### src/rtl/vga_pkg.sv
// Shared definitions for the VGA pixel fetch path: fetch FSM states and default widths.
// FIFO writers place the start-of-frame tag at bit SOF_BIT, just above the pixel data.
package vga_pkg;

    localparam int DATA_WIDTH_DEF = 24;
    localparam int FIFO_WIDTH_DEF = 11;
    localparam int CNT_WIDTH_DEF  = 16;
    localparam int SOF_BIT        = DATA_WIDTH_DEF;

    typedef enum logic [1:0] {
        IDLE   = 2'd0,
        SEEK   = 2'd1,
        ARM    = 2'd2,
        STREAM = 2'd3
    } fetch_state_t;

endpackage

### src/rtl/vga_pixel_fetch_if.sv
// Timing stream in/out, FIFO head/pop and status bundle for vga_pixel_fetch.
// slave is the fetch block; master is whatever drives timing and owns the FIFO.
interface vga_pixel_fetch_if
    import vga_pkg::*;
#(
    parameter int DATA_WIDTH = DATA_WIDTH_DEF,
    parameter int FIFO_WIDTH = FIFO_WIDTH_DEF,
    parameter int CNT_WIDTH  = CNT_WIDTH_DEF
) ();

    logic [FIFO_WIDTH-1:0] in_x;
    logic [FIFO_WIDTH-1:0] in_y;
    logic                  in_valid;
    logic                  in_de;
    logic                  in_hs;
    logic                  in_vs;
    logic [DATA_WIDTH-1:0] in_fifo_data;
    logic                  in_fifo_sof;
    logic                  in_fifo_empty;
    logic                  in_clr_status;

    logic                  out_fifo_rd;
    logic [DATA_WIDTH-1:0] out_rgb;
    logic [FIFO_WIDTH-1:0] out_x;
    logic [FIFO_WIDTH-1:0] out_y;
    logic                  out_valid;
    logic                  out_de;
    logic                  out_hs;
    logic                  out_vs;
    logic                  out_underflow;
    logic                  out_sync_err;
    logic [CNT_WIDTH-1:0]  out_underflow_cnt;
    logic [CNT_WIDTH-1:0]  out_frame_cnt;

    modport slave (
        input  in_x, in_y, in_valid, in_de, in_hs, in_vs,
        input  in_fifo_data, in_fifo_sof, in_fifo_empty, in_clr_status,
        output out_fifo_rd, out_rgb, out_x, out_y, out_valid, out_de, out_hs, out_vs,
        output out_underflow, out_sync_err, out_underflow_cnt, out_frame_cnt
    );

    modport master (
        output in_x, in_y, in_valid, in_de, in_hs, in_vs,
        output in_fifo_data, in_fifo_sof, in_fifo_empty, in_clr_status,
        input  out_fifo_rd, out_rgb, out_x, out_y, out_valid, out_de, out_hs, out_vs,
        input  out_underflow, out_sync_err, out_underflow_cnt, out_frame_cnt
    );

endinterface

### src/rtl/vga_pixel_fetch.sv
// Aligns FIFO pixels to the timing stream using the SOF tag; flags underflow/misalignment.
// Latency: 1 cycle on every output; out_fifo_rd is combinational from the FIFO head.
// No backpressure: timing is never stalled, an empty FIFO substitutes black pixels.
module vga_pixel_fetch
    import vga_pkg::*;
#(
    parameter int DATA_WIDTH = DATA_WIDTH_DEF,
    parameter int FIFO_WIDTH = FIFO_WIDTH_DEF,
    parameter int CNT_WIDTH  = CNT_WIDTH_DEF
) (
    input  logic             in_pclk,
    input  logic             in_rst,
    vga_pixel_fetch_if.slave bus
);

    fetch_state_t          state, state_nxt;
    logic                  first_pix, first_nxt;
    logic [DATA_WIDTH-1:0] rgb_q;
    logic [FIFO_WIDTH-1:0] x_q, y_q;
    logic                  valid_q, de_q, hs_q, vs_q;
    logic                  uf_flag, sync_flag;
    logic [CNT_WIDTH-1:0]  uf_cnt, frame_cnt;

    logic fs, stream_act, first_eff, head_match, slot;
    logic pop, seek_pop, uf_ev, sync_ev, frame_ev;

    assign fs         = bus.in_vs & ~vs_q;
    // A frame start in ARM is taken first, so a same-cycle slot is treated as streaming.
    assign stream_act = (state == STREAM) || ((state == ARM) && fs);
    assign first_eff  = fs | first_pix;
    assign head_match = (bus.in_fifo_sof == first_eff);
    assign slot       = stream_act & bus.in_valid;
    assign pop        = slot & ~bus.in_fifo_empty & head_match;
    assign uf_ev      = slot & bus.in_fifo_empty;
    assign sync_ev    = slot & ~bus.in_fifo_empty & ~head_match;
    assign frame_ev   = fs & ((state == ARM) || (state == STREAM));
    assign seek_pop   = (state == SEEK) & ~bus.in_fifo_empty & ~bus.in_fifo_sof;

    assign bus.out_fifo_rd = ~in_rst & (seek_pop | pop);

    always_comb begin
        state_nxt = state;
        first_nxt = first_pix;
        case (state)
            IDLE:    state_nxt = SEEK;
            SEEK:    if (~bus.in_fifo_empty & bus.in_fifo_sof) state_nxt = ARM;
            ARM:     if (fs) state_nxt = STREAM;
            default: state_nxt = state;
        endcase
        if (stream_act) begin
            first_nxt = first_eff & ~pop;
            // Early next-frame tag waits for its frame start; a missing tag rescans.
            if (sync_ev) state_nxt = bus.in_fifo_sof ? ARM : SEEK;
        end
    end

    always_ff @(posedge in_pclk) begin
        if (in_rst) begin
            state     <= IDLE;
            first_pix <= 1'b0;
            rgb_q     <= '0;
            x_q       <= '0;
            y_q       <= '0;
            valid_q   <= 1'b0;
            de_q      <= 1'b0;
            hs_q      <= 1'b0;
            vs_q      <= 1'b0;
            uf_flag   <= 1'b0;
            sync_flag <= 1'b0;
            uf_cnt    <= '0;
            frame_cnt <= '0;
        end else begin
            state     <= state_nxt;
            first_pix <= first_nxt;
            rgb_q     <= pop ? bus.in_fifo_data : '0;
            x_q       <= bus.in_x;
            y_q       <= bus.in_y;
            valid_q   <= bus.in_valid;
            de_q      <= bus.in_de;
            hs_q      <= bus.in_hs;
            vs_q      <= bus.in_vs;
            uf_flag   <= (uf_flag & ~bus.in_clr_status) | uf_ev;
            sync_flag <= (sync_flag & ~bus.in_clr_status) | sync_ev;
            // Clear and event in the same cycle leave the counter at one.
            if (bus.in_clr_status)
                uf_cnt <= {{(CNT_WIDTH-1){1'b0}}, uf_ev};
            else if (uf_ev && (uf_cnt != {CNT_WIDTH{1'b1}}))
                uf_cnt <= uf_cnt + 1'b1;
            if (bus.in_clr_status)
                frame_cnt <= {{(CNT_WIDTH-1){1'b0}}, frame_ev};
            else if (frame_ev)
                frame_cnt <= frame_cnt + 1'b1;
        end
    end

    assign bus.out_rgb           = rgb_q;
    assign bus.out_x             = x_q;
    assign bus.out_y             = y_q;
    assign bus.out_valid         = valid_q;
    assign bus.out_de            = de_q;
    assign bus.out_hs            = hs_q;
    assign bus.out_vs            = vs_q;
    assign bus.out_underflow     = uf_flag;
    assign bus.out_sync_err      = sync_flag;
    assign bus.out_underflow_cnt = uf_cnt;
    assign bus.out_frame_cnt     = frame_cnt;

endmodule

### src/flat_wrapper.sv
// flat-port wrapper written by rule: the top's interface ports become plain ports
module vga_pixel_fetch_flat import vga_pkg::*;
#(
    parameter int DATA_WIDTH = DATA_WIDTH_DEF,
    parameter int FIFO_WIDTH = FIFO_WIDTH_DEF,
    parameter int CNT_WIDTH  = CNT_WIDTH_DEF
)
  (in_pclk, in_rst, bus_in_x, bus_in_y, bus_in_valid, bus_in_de, bus_in_hs, bus_in_vs, bus_in_fifo_data, bus_in_fifo_sof, bus_in_fifo_empty, bus_in_clr_status, bus_out_fifo_rd, bus_out_rgb, bus_out_x, bus_out_y, bus_out_valid, bus_out_de, bus_out_hs, bus_out_vs, bus_out_underflow, bus_out_sync_err, bus_out_underflow_cnt, bus_out_frame_cnt);
  vga_pixel_fetch_if #(.DATA_WIDTH(DATA_WIDTH), .FIFO_WIDTH(FIFO_WIDTH), .CNT_WIDTH(CNT_WIDTH)) bus_i ();
  input  logic in_pclk;
  input  logic in_rst;
  input wire logic [$bits(bus_i.in_x)-1:0] bus_in_x;
  input wire logic [$bits(bus_i.in_y)-1:0] bus_in_y;
  input wire logic [$bits(bus_i.in_valid)-1:0] bus_in_valid;
  input wire logic [$bits(bus_i.in_de)-1:0] bus_in_de;
  input wire logic [$bits(bus_i.in_hs)-1:0] bus_in_hs;
  input wire logic [$bits(bus_i.in_vs)-1:0] bus_in_vs;
  input wire logic [$bits(bus_i.in_fifo_data)-1:0] bus_in_fifo_data;
  input wire logic [$bits(bus_i.in_fifo_sof)-1:0] bus_in_fifo_sof;
  input wire logic [$bits(bus_i.in_fifo_empty)-1:0] bus_in_fifo_empty;
  input wire logic [$bits(bus_i.in_clr_status)-1:0] bus_in_clr_status;
  output wire logic [$bits(bus_i.out_fifo_rd)-1:0] bus_out_fifo_rd;
  output wire logic [$bits(bus_i.out_rgb)-1:0] bus_out_rgb;
  output wire logic [$bits(bus_i.out_x)-1:0] bus_out_x;
  output wire logic [$bits(bus_i.out_y)-1:0] bus_out_y;
  output wire logic [$bits(bus_i.out_valid)-1:0] bus_out_valid;
  output wire logic [$bits(bus_i.out_de)-1:0] bus_out_de;
  output wire logic [$bits(bus_i.out_hs)-1:0] bus_out_hs;
  output wire logic [$bits(bus_i.out_vs)-1:0] bus_out_vs;
  output wire logic [$bits(bus_i.out_underflow)-1:0] bus_out_underflow;
  output wire logic [$bits(bus_i.out_sync_err)-1:0] bus_out_sync_err;
  output wire logic [$bits(bus_i.out_underflow_cnt)-1:0] bus_out_underflow_cnt;
  output wire logic [$bits(bus_i.out_frame_cnt)-1:0] bus_out_frame_cnt;
  assign bus_i.in_x = bus_in_x;
  assign bus_i.in_y = bus_in_y;
  assign bus_i.in_valid = bus_in_valid;
  assign bus_i.in_de = bus_in_de;
  assign bus_i.in_hs = bus_in_hs;
  assign bus_i.in_vs = bus_in_vs;
  assign bus_i.in_fifo_data = bus_in_fifo_data;
  assign bus_i.in_fifo_sof = bus_in_fifo_sof;
  assign bus_i.in_fifo_empty = bus_in_fifo_empty;
  assign bus_i.in_clr_status = bus_in_clr_status;
  assign bus_out_fifo_rd = bus_i.out_fifo_rd;
  assign bus_out_rgb = bus_i.out_rgb;
  assign bus_out_x = bus_i.out_x;
  assign bus_out_y = bus_i.out_y;
  assign bus_out_valid = bus_i.out_valid;
  assign bus_out_de = bus_i.out_de;
  assign bus_out_hs = bus_i.out_hs;
  assign bus_out_vs = bus_i.out_vs;
  assign bus_out_underflow = bus_i.out_underflow;
  assign bus_out_sync_err = bus_i.out_sync_err;
  assign bus_out_underflow_cnt = bus_i.out_underflow_cnt;
  assign bus_out_frame_cnt = bus_i.out_frame_cnt;
  vga_pixel_fetch #(.DATA_WIDTH(DATA_WIDTH), .FIFO_WIDTH(FIFO_WIDTH), .CNT_WIDTH(CNT_WIDTH)) u_core (.in_pclk(in_pclk), .in_rst(in_rst), .bus(bus_i));
endmodule
### config.mk
export PLATFORM = sky130hd
export DESIGN_NAME = vga_pixel_fetch_flat
export DESIGN_NICKNAME = d
export VERILOG_FILES = /design/src/rtl/vga_pkg.sv /design/src/rtl/vga_pixel_fetch_if.sv /design/src/rtl/vga_pixel_fetch.sv /design/src/flat_wrapper.sv
export SDC_FILE = /design/constraint.sdc
export NUM_CORES = 1
export LEC_CHECK = 0
export CAP_MARGIN = 20
export CORE_MARGIN = 2
export CORE_UTILIZATION = 45
export DETAILED_ROUTE_END_ITERATION = 8
export PLACE_DENSITY_LB_ADDON = 0.05
export SLEW_MARGIN = 20
export SYNTH_ARGS = -nofsm -noshare
export SYNTH_HDL_FRONTEND = slang
export SYNTH_SLANG_ARGS = --single-unit
### constraint.sdc
create_clock -name in_pclk -period 3.1 [get_ports in_pclk]
set_input_delay 0.465 -clock in_pclk [delete_from_list [all_inputs] [get_ports in_pclk]]
set_output_delay 0.465 -clock in_pclk [all_outputs]
set_load 0.1 [all_outputs]
==> summary.txt <==
Cells and area
  – Area Growth Syn to Fin: 45.14%
  – Most frequent cells in the layout: 87 x dfxtp_1, 86 x buf_4, 54 x clkdlybuf4s50_1
  – Multi-input gate area: 1370 sq um
  – Layout Nets: 506
  – Reg area: 1742 sq um
  – Layout cells sized above 1: 0.2500
  – Commonest non-fill, non-tap cell in the layout: dfxtp_1
  – Diodes inserted: 0
  – Final std cells w/o fill: 548
  – Fill cells: 580

Place
  – Placed instance count: 534
  – HPWL after DPL: 5.410 mm
  – Port Buf Inserts: 139
  – Gp weighted congestion: 0.7724
  – Pre-CTS worst setup slack: 0.4838 ns

Power and ir drop
  – VDD IR max: 0.0003573 V
  – Pwr per Cell Area: 474.4 nW/um^2
  – Leakage: 1.889 nW
  – Total Power: 2.191 mW

Worst hold path
  – WHS Path Cells: 2
  – Hold Crit Start: u_core.bus.out_underflow
  – Hold Path End: u_core.bus.out_underflow
  – Hold Path Class: reg -> reg

Logic synthesis
  – Syn Nets: 368
  – Synth area leaders: dfxtp_1 55%, nor2b_1 5.9%, and2_1 4.9%
  – Post-synthesis sequential area ratio: 0.5474
  – Synth top area share: 0.5474
  – Async SR Flop Fraction: 0
  – Top_reg_cell synth: dfxtp_1
  – Total of warnings raised by yosys: 0
  – Seq cells post-synth: 87
  – Biggest area consumer among synthesized cells: dfxtp_1
  – Netlist cell types: 42
  – EDFF count, synth: 0
  – Average instance area after synthesis: 10.23 sq um
  – Cells after synthesis: 311
  – Area of the mapped netlist: 3182 sq um

Timing
  – Max-slew headroom at the worst pin: 0.4652
  – Setup TNS: 0 ns
  – Least-Margin Pin Slew: 0.8021 ns
  – Peak Freq: 0.3809 GHz
  – Fin worst setup slack: 0.4749 ns
  – Setup-failing EPs final: 0
  – Max-slew violation count: 0
  – Final hold vios: 0
  – Tmin final: 2.625 ns
  – Clock Skews: 0.01219 ns
  – Hold_ws: 0.4837 ns
  – RSZ-0062 raised after global routing: no
  – Fin crit share: 0.8468

Setup path
  – Crit path arrival time: 2.16 ns
  – CP startpoint kind: input port
  – Nature of the critical path endpoint: primary output
  – Critical path class: in -> out
  – Worst path max stage delay: 0.51 ns
  – CP Max Fanout: 4
  – Worst-path cell chain: clkdlybuf4s50_1 -> nor2b_4 -> nor2_1 -> or3_1 -> nor3_4 -> a21o_1 -> buf_12
  – RR Startpoint: u_core.bus.out_underflow_cnt[0]
  – RR Endpoint: u_core.bus.out_underflow_cnt[0]
  – CP startpoint: bus_in_vs
  – CP max stage cell: clkdlybuf4s50_1
  – Register-to-register setup slack: 1.10 ns
  – Req. time, crit path: 2.63 ns
  – Reg2Reg Depth: 6

Clock tree
  – Reg clk slew, reported paths: 0.07 ns
  – CTS buffer count: 9
  – Cts repair resizes: 0
  – Hold_buf cts: 0
  – Worst-Skew Late Latency: 0.35 ns
  – CTS tree: done
  – H-tree depth: 3
  – Clk sink count: 87
  – Setup bufs post-CTS: 0
  – Max Buffers Root-to-Sink: 2
  – Root Driver: clkbuf_8

Detailed routing
  – DR pass1 iterations: 4
  – Top layer in use: met4
  – Met1 Routed Length: 2.949 mm
  – Vias/cell: 4.770
  – Detailed-route via count: 2614
  – Initial detailed-routing violation count: 109
  – Antenna-violating nets left: 0
  – Wire length on met3: 703 um
  – Met2 Routed Length: 3.521 mm
  – Routed WL per cell: 13.33 um
  – Final WL: 7.306 mm
  – DRC: 0

Floorplan
  – Die width: 88.09 um
  – Initial Util: 0.4658
  – DIE HEIGHT: 88.09 um
  – Core area: 6832 sq um
  – Die area: 7759 sq um
  – Std-Cell Rows: 30
  – I/O pin cnt: 140

Global routing
  – Total congestion overflow: 0
  – Number of global-route vias before repair: 2409
  – First-pass GRT wire length: 11.56 mm
  – Tot GR Track Use: 0.1944
  – Largest net degree at the start of global routing: 31
  – Initial antenna violation count: 0

Flow run
  – Max Cap Viol: 0

Outcome
  – Status: finished, final reports clean
-- how the worst max path moves through the flow --
stage / slack, ns / to / depth (start not counted)
floorplan: 0.14 / bus_out_fifo_rd / 6
global placement: 0.52 / bus_out_fifo_rd / 7
detailed placement: 0.48 / bus_out_fifo_rd / 7
CTS: 0.48 / bus_out_fifo_rd / 7
global route: 0.36 / bus_out_fifo_rd / 7
finish: 0.47 / bus_out_fifo_rd / 7
-- logic make-up (layout without fill, tap and decap cells) --
logic type	count (synthesis)	after routing	synth area share
compound gates	18	18	0.03972
xor+xnor	28	28	0.07708
fa+ha+maj	2	2	0.007863
buf+inv	15	156	0.02202
flops	87	87	0.5474
mux	1	1	0.003146
simple gates	160	160	0.3028
-- synthesized netlist by cell type, drive strengths merged (2+ instances only) --
library cell / n
nand3: 9
and3: 4
nor3b: 3
o21ai: 2
or3: 5
buf: 6
nand4: 10
nor2: 36
clkbuf: 8
xnor2: 14
nand2: 14
nor3: 7
dfxtp: 87
nor4: 8
a211oi: 2
nor2b: 31
ha: 2
xor2: 14
a21oi: 8
and4: 3
and2: 25
-- power by group --
part           switching [mW]  internal, mW  leakage (nW)  total (mW)
Clock                   0.385         0.363        0.0920       0.748
Combinational           0.193         0.102          1.09       0.295
Sequential            0.00939          1.14         0.708        1.15
-- cell type report --
cell class | instances | area share
sequential | 87 | 0.3771
multi-input combinational | 209 | 0.2967
timing repair buffer | 141 | 0.2612
clock buffer | 10 | 0.02763
tap | 96 | 0.02601
clock inverter | 4 | 0.01057
inverter | 1 | 0.0008128
-- flip-flops by register name, summed over array words and instances, names as in the netlist, 2 cells and up --
register	flops
u_core.state	2
u_core.bus.out_underflow_cnt	16
u_core.bus.out_rgb	24
u_core.bus.out_x	11
u_core.bus.out_frame_cnt	16
u_core.bus.out_y	11
-- metal layers --
| layer | vias to the layer above | track usage |
|---|---|---|
| met1 | 1207 | 0.2352 |
| met5 | - | 0 |
| met4 | 0 | 0.08678 |
| li1 | 1314 | - |
| met3 | 9 | 0.08860 |
| met2 | 84 | 0.2982 |
-- critical path: cells and delay by family --
kind / cells / cell delay (ns)
simple gates: 4 / 0.85
buf+inv: 2 / 0.69
compound gates: 1 / 0.15
-- stage by stage --
stage,area [sq um],util
detailed placement,4442,0.6502
finish,4618,0.6760
global placement,4442,0.6502
floorplan,3182,-
CTS,4618,0.6760
global route,4618,0.6760
(Power assumes the default switching activity.)
